[src/rtl/gf_inverse_iter.sv]
// Iterative GF(2^8) inverse (y = x^254) by MSB-first square-and-multiply for the AES S-box.
// Define GF_INV_RADIX4_EN to consume two exponent bits per cycle (latency 4 instead of 8).
module gf_inverse_iter #(
    parameter logic [7:0] POLY        = 8'h1B,
    parameter logic [7:0] RESET_ODATA = 8'h00
) (
    input  logic       clk,
    input  logic       rst,
    input  logic [7:0] idata,
    input  logic       ivalid,
    output logic       iready,
    output logic [7:0] odata,
    output logic       ovalid,
    input  logic       oready
);

    localparam int unsigned DW = 8;
    localparam int unsigned PW = 2 * DW - 1;
`ifdef GF_INV_RADIX4_EN
    localparam int unsigned CW = 2;
`else
    localparam int unsigned CW = 3;
`endif
    localparam logic [CW-1:0] CNT_LAST = CW'((8 / (1 << (3 - CW))) - 1);
    localparam logic [DW-1:0] EXP      = 8'hFE;

    typedef enum logic [1:0] {
        IDLE = 2'd0,
        CALC = 2'd1,
        DONE = 2'd2
    } state_t;

    state_t          state, state_nxt;
    logic [DW-1:0]   x_q, x_nxt;
    logic [DW-1:0]   r_q, r_nxt;
    logic [CW-1:0]   cnt_q, cnt_nxt;
    logic [DW-1:0]   odata_nxt;
    logic            ovalid_nxt;
    logic            iready_nxt;
    logic [DW-1:0]   r_step;

    // Carry-less 8x8 product, then fold bits 14..8 back using {1,POLY}.
    function automatic logic [DW-1:0] gf_mul(input logic [DW-1:0] a, input logic [DW-1:0] b);
        logic [PW-1:0] p;
        p = '0;
        for (int i = 0; i < int'(DW); i++) begin
            if (b[i]) p = p ^ (PW'(a) << i);
        end
        for (int i = int'(PW) - 1; i >= int'(DW); i--) begin
            if (p[i]) p = p ^ (PW'({1'b1, POLY}) << (i - int'(DW)));
        end
        return p[DW-1:0];
    endfunction

    function automatic logic [DW-1:0] step(input logic [DW-1:0] r, input logic e,
                                           input logic [DW-1:0] x);
        logic [DW-1:0] sq;
        sq = gf_mul(r, r);
        return e ? gf_mul(sq, x) : sq;
    endfunction

`ifdef GF_INV_RADIX4_EN
    logic [2:0] idx_hi, idx_lo;
    assign idx_hi = 3'd7 - {cnt_q, 1'b0};
    assign idx_lo = 3'd6 - {cnt_q, 1'b0};
    assign r_step = step(step(r_q, EXP[idx_hi], x_q), EXP[idx_lo], x_q);
`else
    logic [2:0] idx;
    assign idx    = 3'd7 - cnt_q;
    assign r_step = step(r_q, EXP[idx], x_q);
`endif

    // State and registered outputs.
    always_ff @(posedge clk or negedge rst) begin
        if (!rst) begin
            state  <= IDLE;
            x_q    <= '0;
            r_q    <= 8'h01;
            cnt_q  <= '0;
            odata  <= RESET_ODATA;
            ovalid <= 1'b0;
            iready <= 1'b1;
        end else begin
            state  <= state_nxt;
            x_q    <= x_nxt;
            r_q    <= r_nxt;
            cnt_q  <= cnt_nxt;
            odata  <= odata_nxt;
            ovalid <= ovalid_nxt;
            iready <= iready_nxt;
        end
    end

    // Next-state and next-output logic.
    always_comb begin
        state_nxt  = state;
        x_nxt      = x_q;
        r_nxt      = r_q;
        cnt_nxt    = cnt_q;
        odata_nxt  = odata;
        ovalid_nxt = ovalid;
        case (state)
            IDLE: begin
                if (ivalid && iready) begin
                    x_nxt     = idata;
                    r_nxt     = 8'h01;
                    cnt_nxt   = '0;
                    state_nxt = CALC;
                end
            end
            CALC: begin
                r_nxt = r_step;
                if (cnt_q == CNT_LAST) begin
                    cnt_nxt    = '0;
                    odata_nxt  = r_step;
                    ovalid_nxt = 1'b1;
                    state_nxt  = DONE;
                end else begin
                    cnt_nxt = cnt_q + CW'(1);
                end
            end
            DONE: begin
                if (ovalid && oready) begin
                    ovalid_nxt = 1'b0;
                    state_nxt  = IDLE;
                end
            end
            default: state_nxt = IDLE;
        endcase
        iready_nxt = (state_nxt == IDLE);
    end

endmodule

[config.mk]
export PLATFORM = sky130hd
export DESIGN_NAME = gf_inverse_iter
export DESIGN_NICKNAME = d
export VERILOG_FILES = /design/src/rtl/gf_inverse_iter.sv
export SDC_FILE = /design/constraint.sdc
export NUM_CORES = 1
export LEC_CHECK = 0
export CAP_MARGIN = 10
export CORE_UTILIZATION = 30
export CTS_CLUSTER_SIZE = 8
export DETAILED_ROUTE_END_ITERATION = 10
export GPL_TIMING_DRIVEN = 0
export PLACE_DENSITY_LB_ADDON = 0.25
export SYNTH_ARGS = -nofsm -noshare
export SYNTH_HDL_FRONTEND = slang
export SYNTH_SLANG_ARGS = --single-unit
[constraint.sdc]
create_clock -name clk -period 3.65 [get_ports clk]
set_clock_uncertainty 0.2 [all_clocks]
set_input_delay 0.73 -clock clk [delete_from_list [all_inputs] [get_ports clk]]
set_output_delay 0.73 -clock clk [all_outputs]
set_load 0.01 [all_outputs]
==> out/results.txt <==
Gr usage total -> 17.9%
Worst r2r path cells -> 9
CTS Buf Count -> 5
Max Cap Viol -> 0
Seq cells post-synth -> 31
Placed Instances -> 522
Cells along the critical path -> buf_4, xnor2_2, a21oi_1, a2111oi_1, xnor2_1, xnor3_2, xnor2_1, a21oi_1, o21ai_0
Post-Synthesis Mean Instance Area -> 8.93 um2
CP endpoint kind -> flip-flop
Most common cell after layout, fill and taps aside -> nand2_1
Yosys warnings -> 0
Clock transition at the registers of the reported paths -> 0.09 ns
Crit path launch type -> flip-flop
Vias in the first global route -> 2,790
Final setup TNS -> 0 ns
GP Congestion -> 0.799
Clk buf depth -> 2
Final net count -> 412
RSZ-0062 raised after global routing -> no
Congestion Overflow GR -> 0
Tcrit/Tclk final -> 91.1%
Crit path largest cell delay -> 0.51 ns
Syn_nets -> 384
First DRT Iteration DRCs -> 244
Max Freq -> 301 MHz
Fin util -> 36.0%
H-tree depth -> 2
Post-Synthesis Cells -> 365
Commonest cells after routing, fill and taps aside -> 44 x nand2_1, 29 x dfrtp_1, 26 x a21oi_1
Worst EP arrival -> 3.29 ns
Critical Path Fanout Max -> 8
Root buf cell -> clkbuf_8
Post-CTS setup buffers -> 0
Worst endpoint required time -> 3.61 ns
Vias per inst -> 5.31
Slowest cell on crit path -> a2111oi_1
Post-synth cell types -> 58
Post-synth EDFFs -> 0
Max-slew violations -> 0
CTS Hold Bufs -> 0
Chip Width -> 106 um
Ports -> 22
Full die area -> 11,300 um2
Initial core utilization -> 31.3%
Status -> finished clean
Netlist Area Pre-Place -> 3260 um2
Final hold viol count -> 0
Core ar. -> 10,400 um2
CTS tree -> done
TritonCTS sink count -> 31
Slew HR -> 51.8%
Ys flop type -> dfrtp_1
Slew @ Worst Pin -> 0.722 ns
Area grow syn2layout -> 15.0%
PortBufs -> 21
Clk Latency, worst-skew pair -> 0.32 ns
Initial antenna violation count -> 0
Worst hold path type -> primary input to async pin
Die Height -> 106 um
Hold WS -> 0.253 ns
First-pass GRT wire length -> 15,300 um
Post-synth ARST share -> 100%
WS Path Type -> flip-flop to flip-flop
Drt wl/cell -> 17.8 um
Detailed-route via count -> 2,814
Drt first pass iters -> 5
Final WL -> 9430 um
Layout cell share with drive strength beyond 1 -> 12.9%
Resized Gates After CTS -> 0
Seq/Total Area, Yosys -> 23.9%
Final number of setup-violating endpoints -> 0
FP Rows -> 37
Fill count -> 1,108
Post-route DRC violation count -> 0
Half-perimeter wire length after placement -> 6860 um
# diodes -> 0
Finished Layout Cells -> 530
DRT antenna net count -> 0
Largest net degree at the start of global routing -> 32
Minimum clock period -> 3.33 ns
==> sequential cells by signal (all words and copies together) (netlist names) <==
register and flops:
iready 1, ovalid 1, odata 8, x_q 8, r_q 8, cnt_q 3
state 2
==> path summary, 6_finish.rpt <==
| kind | start | end | slack [ns] |
|---|---|---|---|
| worst min-delay path | rst | odata[7] | 0.25 |
| min in group clk | odata[7] | odata[7] | 0.30 |
| worst max register to register | r_q[7] | r_q[1] | 0.32 |
| worst min register to register | odata[7] | odata[7] | 0.30 |
| max in group asynchronous | rst | x_q[0] | 2.50 |
| worst max-delay path | r_q[7] | r_q[1] | 0.32 |
==> worst max-delay path: cells and delay by family, from the launching register on <==
| kind | cells | cell delay, ns |
|---|---|---|
| AO/OA/AOI/OAI | 4 | 1.08 |
| XOR/XNOR | 4 | 1.35 |
| buffers and inverters | 1 | 0.18 |
| flip-flops | 1 | 0.37 |
==> kinds of logic (layout without fill, tap and decap cells) <==
logic type,count (synthesis),count (layout),share of synthesized area [%]
fa+ha+maj,7,7,2.69
buf+inv,42,71,6.37
mux,18,18,5.87
flops,31,31,23.9
compound gates,94,94,19.1
xor+xnor,60,60,25.2
simple gates,113,113,16.9
==> through the flow <==
step	setup WS [ns]	instance area [um2]
after floorplan	0.894	3260
after global placement	0.400	3640
after detailed placement	0.360	3630
after CTS	0.309	3750
after global routing	0.182	3750
final	0.324	3750
==> cells in the mapped netlist (3+ instances only) <==
cell type  count  area share (%)
xnor2_2        3             1.5
o21ai_0       19             2.9
clkbuf_1      17             2.0
a311o_1        3            0.92
nor2b_1        7             1.3
ha_1           7             2.7
a21oi_1       26             4.0
o211ai_1       5             1.2
buf_6          5             1.7
o221ai_1       4             1.1
mux2_2         9             3.1
nor2_1        13             1.5
mux2i_1        9             2.8
nand2_1       44             5.1
nand2b_1      10             1.9
buf_1          3            0.35
nand3_1       17             2.6
xor2_2         5             2.5
o21ai_1        6            0.92
xnor3_1       10             6.9
dfrtp_1       29              22
buf_2          7             1.1
o22ai_1        7             1.3
inv_1          9             1.0
xnor2_1       24             6.4
o31ai_1        4            0.92
nor3_1         6            0.92
xor2_1        12             3.2
and3_1         5            0.96
a22oi_1        3            0.69
==> final cells by class <==
cell class | count | area (um2) | share of cell area (%)
Buffer | 33 | 174 | 4.64
Clock buffer | 5 | 68.8 | 1.84
Clock inverter | 3 | 43.8 | 1.17
Inverter | 9 | 33.8 | 0.902
Multi-Input combinational cell | 292 | 2270 | 60.7
Sequential cell | 31 | 778 | 20.8
Tap cell | 136 | 170 | 4.54
Timing Repair Buffer | 21 | 205 | 5.48
==> per-layer routing <==
| metal | routed length (um) | part of all wire, % | vias up | global-route usage [%] |
|---|---|---|---|---|
| li1 | - | - | 1332 | - |
| met4 | 237 | 2.5 | 0 | 6.85 |
| met2 | 4320 | 46 | 105 | 28.6 |
| met3 | 442 | 4.7 | 22 | 2.88 |
| met1 | 4430 | 47 | 1355 | 24.1 |
| met5 | 0 | 0 | - | 0 |
Power is left out: the tool's default activity adds up to more than one toggle a clock period on the data nets, which glitch-free logic cannot reach.
==> RTL change (same settings) <==
Make the reset (`rst`) synchronous in one clocked block.
--- a/src/rtl/gf_inverse_iter.sv
+++ b/src/rtl/gf_inverse_iter.sv
@@ -73,3 +73,3 @@
     // State and registered outputs.
-    always_ff @(posedge clk or negedge rst) begin
+    always_ff @(posedge clk) begin
         if (!rst) begin
Function: differs if rst is asserted again (counterexample within 4 cycles, from zero or initial values and one cycle with rst low); with rst held inactive, the same outputs for 10 cycles.
==> RTL change against the original RTL <==
Sequential share of layout area shrank 4.5 points. Setup slack improved by 16 ps. Maximum frequency grew 0.47%. Sequential cell count did not move. Critical path depth stayed put. Utilization decreased by 0.63 points. Non-clock buffer count increased by 4. Synthesized area rose by 1.9%. Critical path type unchanged. Routed wire length increased by 9.7%. Largest cell class unchanged. Cell area grew 1.8%.
Power is left out: it rests on default switching activity, and per cell area and clock period it moved more than threefold.
==> RTL change: results (changes against the original RTL) <==
vias in the first global route: 3373 (+21%)
final WL: 10300 um (+9.7%)
worst skew pair latency: 290 ps (-30 ps)
Final HPWL DP: 7600 um (+11%)
syn nets: 446 (+16%)
fraction of registers with async set or reset after synthesis: 0% (-100 points)
CP arrival: 3260 ps (-30 ps)
ys flop type: dfxtp_1
reg-to-reg endpoint: odata[2]
Worst-Margin Slew: 679 ps (-43.1 ps)
r2r setup slk: 340 ps (+20 ps)
post-CTS resize count: 0 (unchanged)
global-route wire length before repair: 17200 um (+12%)
initial detailed-routing violation count: 226 (-7.4%)
status: complete, no violations
fraction of layout cells with a size suffix above 1: 9.23% (-3.7 points)
HP Class: flip-flop to flip-flop
Routability Congestion: 0.868 (+8.6%)
FF-to-FF Start: r_q[5]
largest net degree at the start of global routing: 11 (-66%)
final net count: 473 (+15%)
Seq/Total Area, Yosys: 18.7% (-5.2 points)
synth cell count leaders: nand2_1, a21oi_1, dfxtp_1
clock-pin slew on the worst setup and hold paths: 70 ps (-20 ps)
GRT Total Usage: 19.3% (+1.4 points)
port buffer count: 20 (-4.8%)
vias: 3243 (+15%)
==> RTL change: cell count changes after synthesis, sizes merged, moves of 9 or more <==
cell / change
dfrtp: -29
dfxtp: +31
a21oi: +29
nand2: +18
mux2: -9
==> RTL change: cell families (layout without fill, tap and decap cells) <==
group                    count (synthesis)  in the layout  synth area share [%]
flip-flops                              31             31                  18.7
XOR/XNOR                                60             60                  23.5
multiplexers                            12             12                  3.62
buffers and inverters                   49             77                  6.89
AO/OA/AOI/OAI                          134            134                  25.9
AND/OR/NAND/NOR                        134            134                  18.7
adder cells (fa/ha/maj)                  7              7                  2.64
==> RTL change: per-layer routing <==
| layer | vias up | share of wire, % | routed length, um | GRT usage [%] |
|---|---|---|---|---|
| met3 | 27 | 4.2 | 439 | 2.07 |
| met5 | - | 0 | 0 | 0 |
| met2 | 105 | 47 | 4860 | 33.5 |
| li1 | 1568 | - | - | - |
| met4 | 0 | 3.4 | 354 | 8.90 |
| met1 | 1543 | 45 | 4690 | 23.7 |
==> RTL change: cell type report <==
| class | count | area (um2) |
|---|---|---|
| Sequential cell | 31 | 621 |
| Timing Repair Buffer | 20 | 200 |
| Multi-Input combinational cell | 347 | 2470 |
| Clock buffer | 6 | 82.6 |
| Tap cell | 140 | 175 |
| Fill cell | 1136 | 6980 |
| Clock inverter | 2 | 35.0 |
| Buffer | 38 | 188 |
| Inverter | 11 | 41.3 |
==> RTL change: worst max-delay path, stage by stage, from the launching register on <==
cell	delay [ps]
dfxtp_1	330
buf_6	170
xor2_2	500
nand2_1	110
xnor3_1	420
xnor2_2	290
xnor3_2	560
xnor2_2	280
a2bb2oi_1	210
a31oi_1	100
==> RTL change: how the worst max path moves through the flow <==
stage / startpoint / to / slack [ps]
2_1_floorplan: r_q[5] / odata[2] / 930
3_3_place_gp: r_q[6] / odata[2] / 350
3_5_place_dp: r_q[5] / odata[2] / 380
4_1_cts: r_q[5] / odata[2] / 360
5_1_grt: r_q[5] / odata[2] / 120
6_report: r_q[5] / odata[2] / 340
==> RTL change: stage by stage <==
step	hold WS [ps]	instance area (um2)	instances	utilization, %	setup WS, ps
after floorplan	281	3320	427	-	933
after global routing	288	3810	595	35.3	122
after global placement	247	3700	587	34.3	348
after CTS	265	3810	595	35.3	357
after detailed placement	251	3700	587	34.3	384
final	264	3810	595	35.3	340
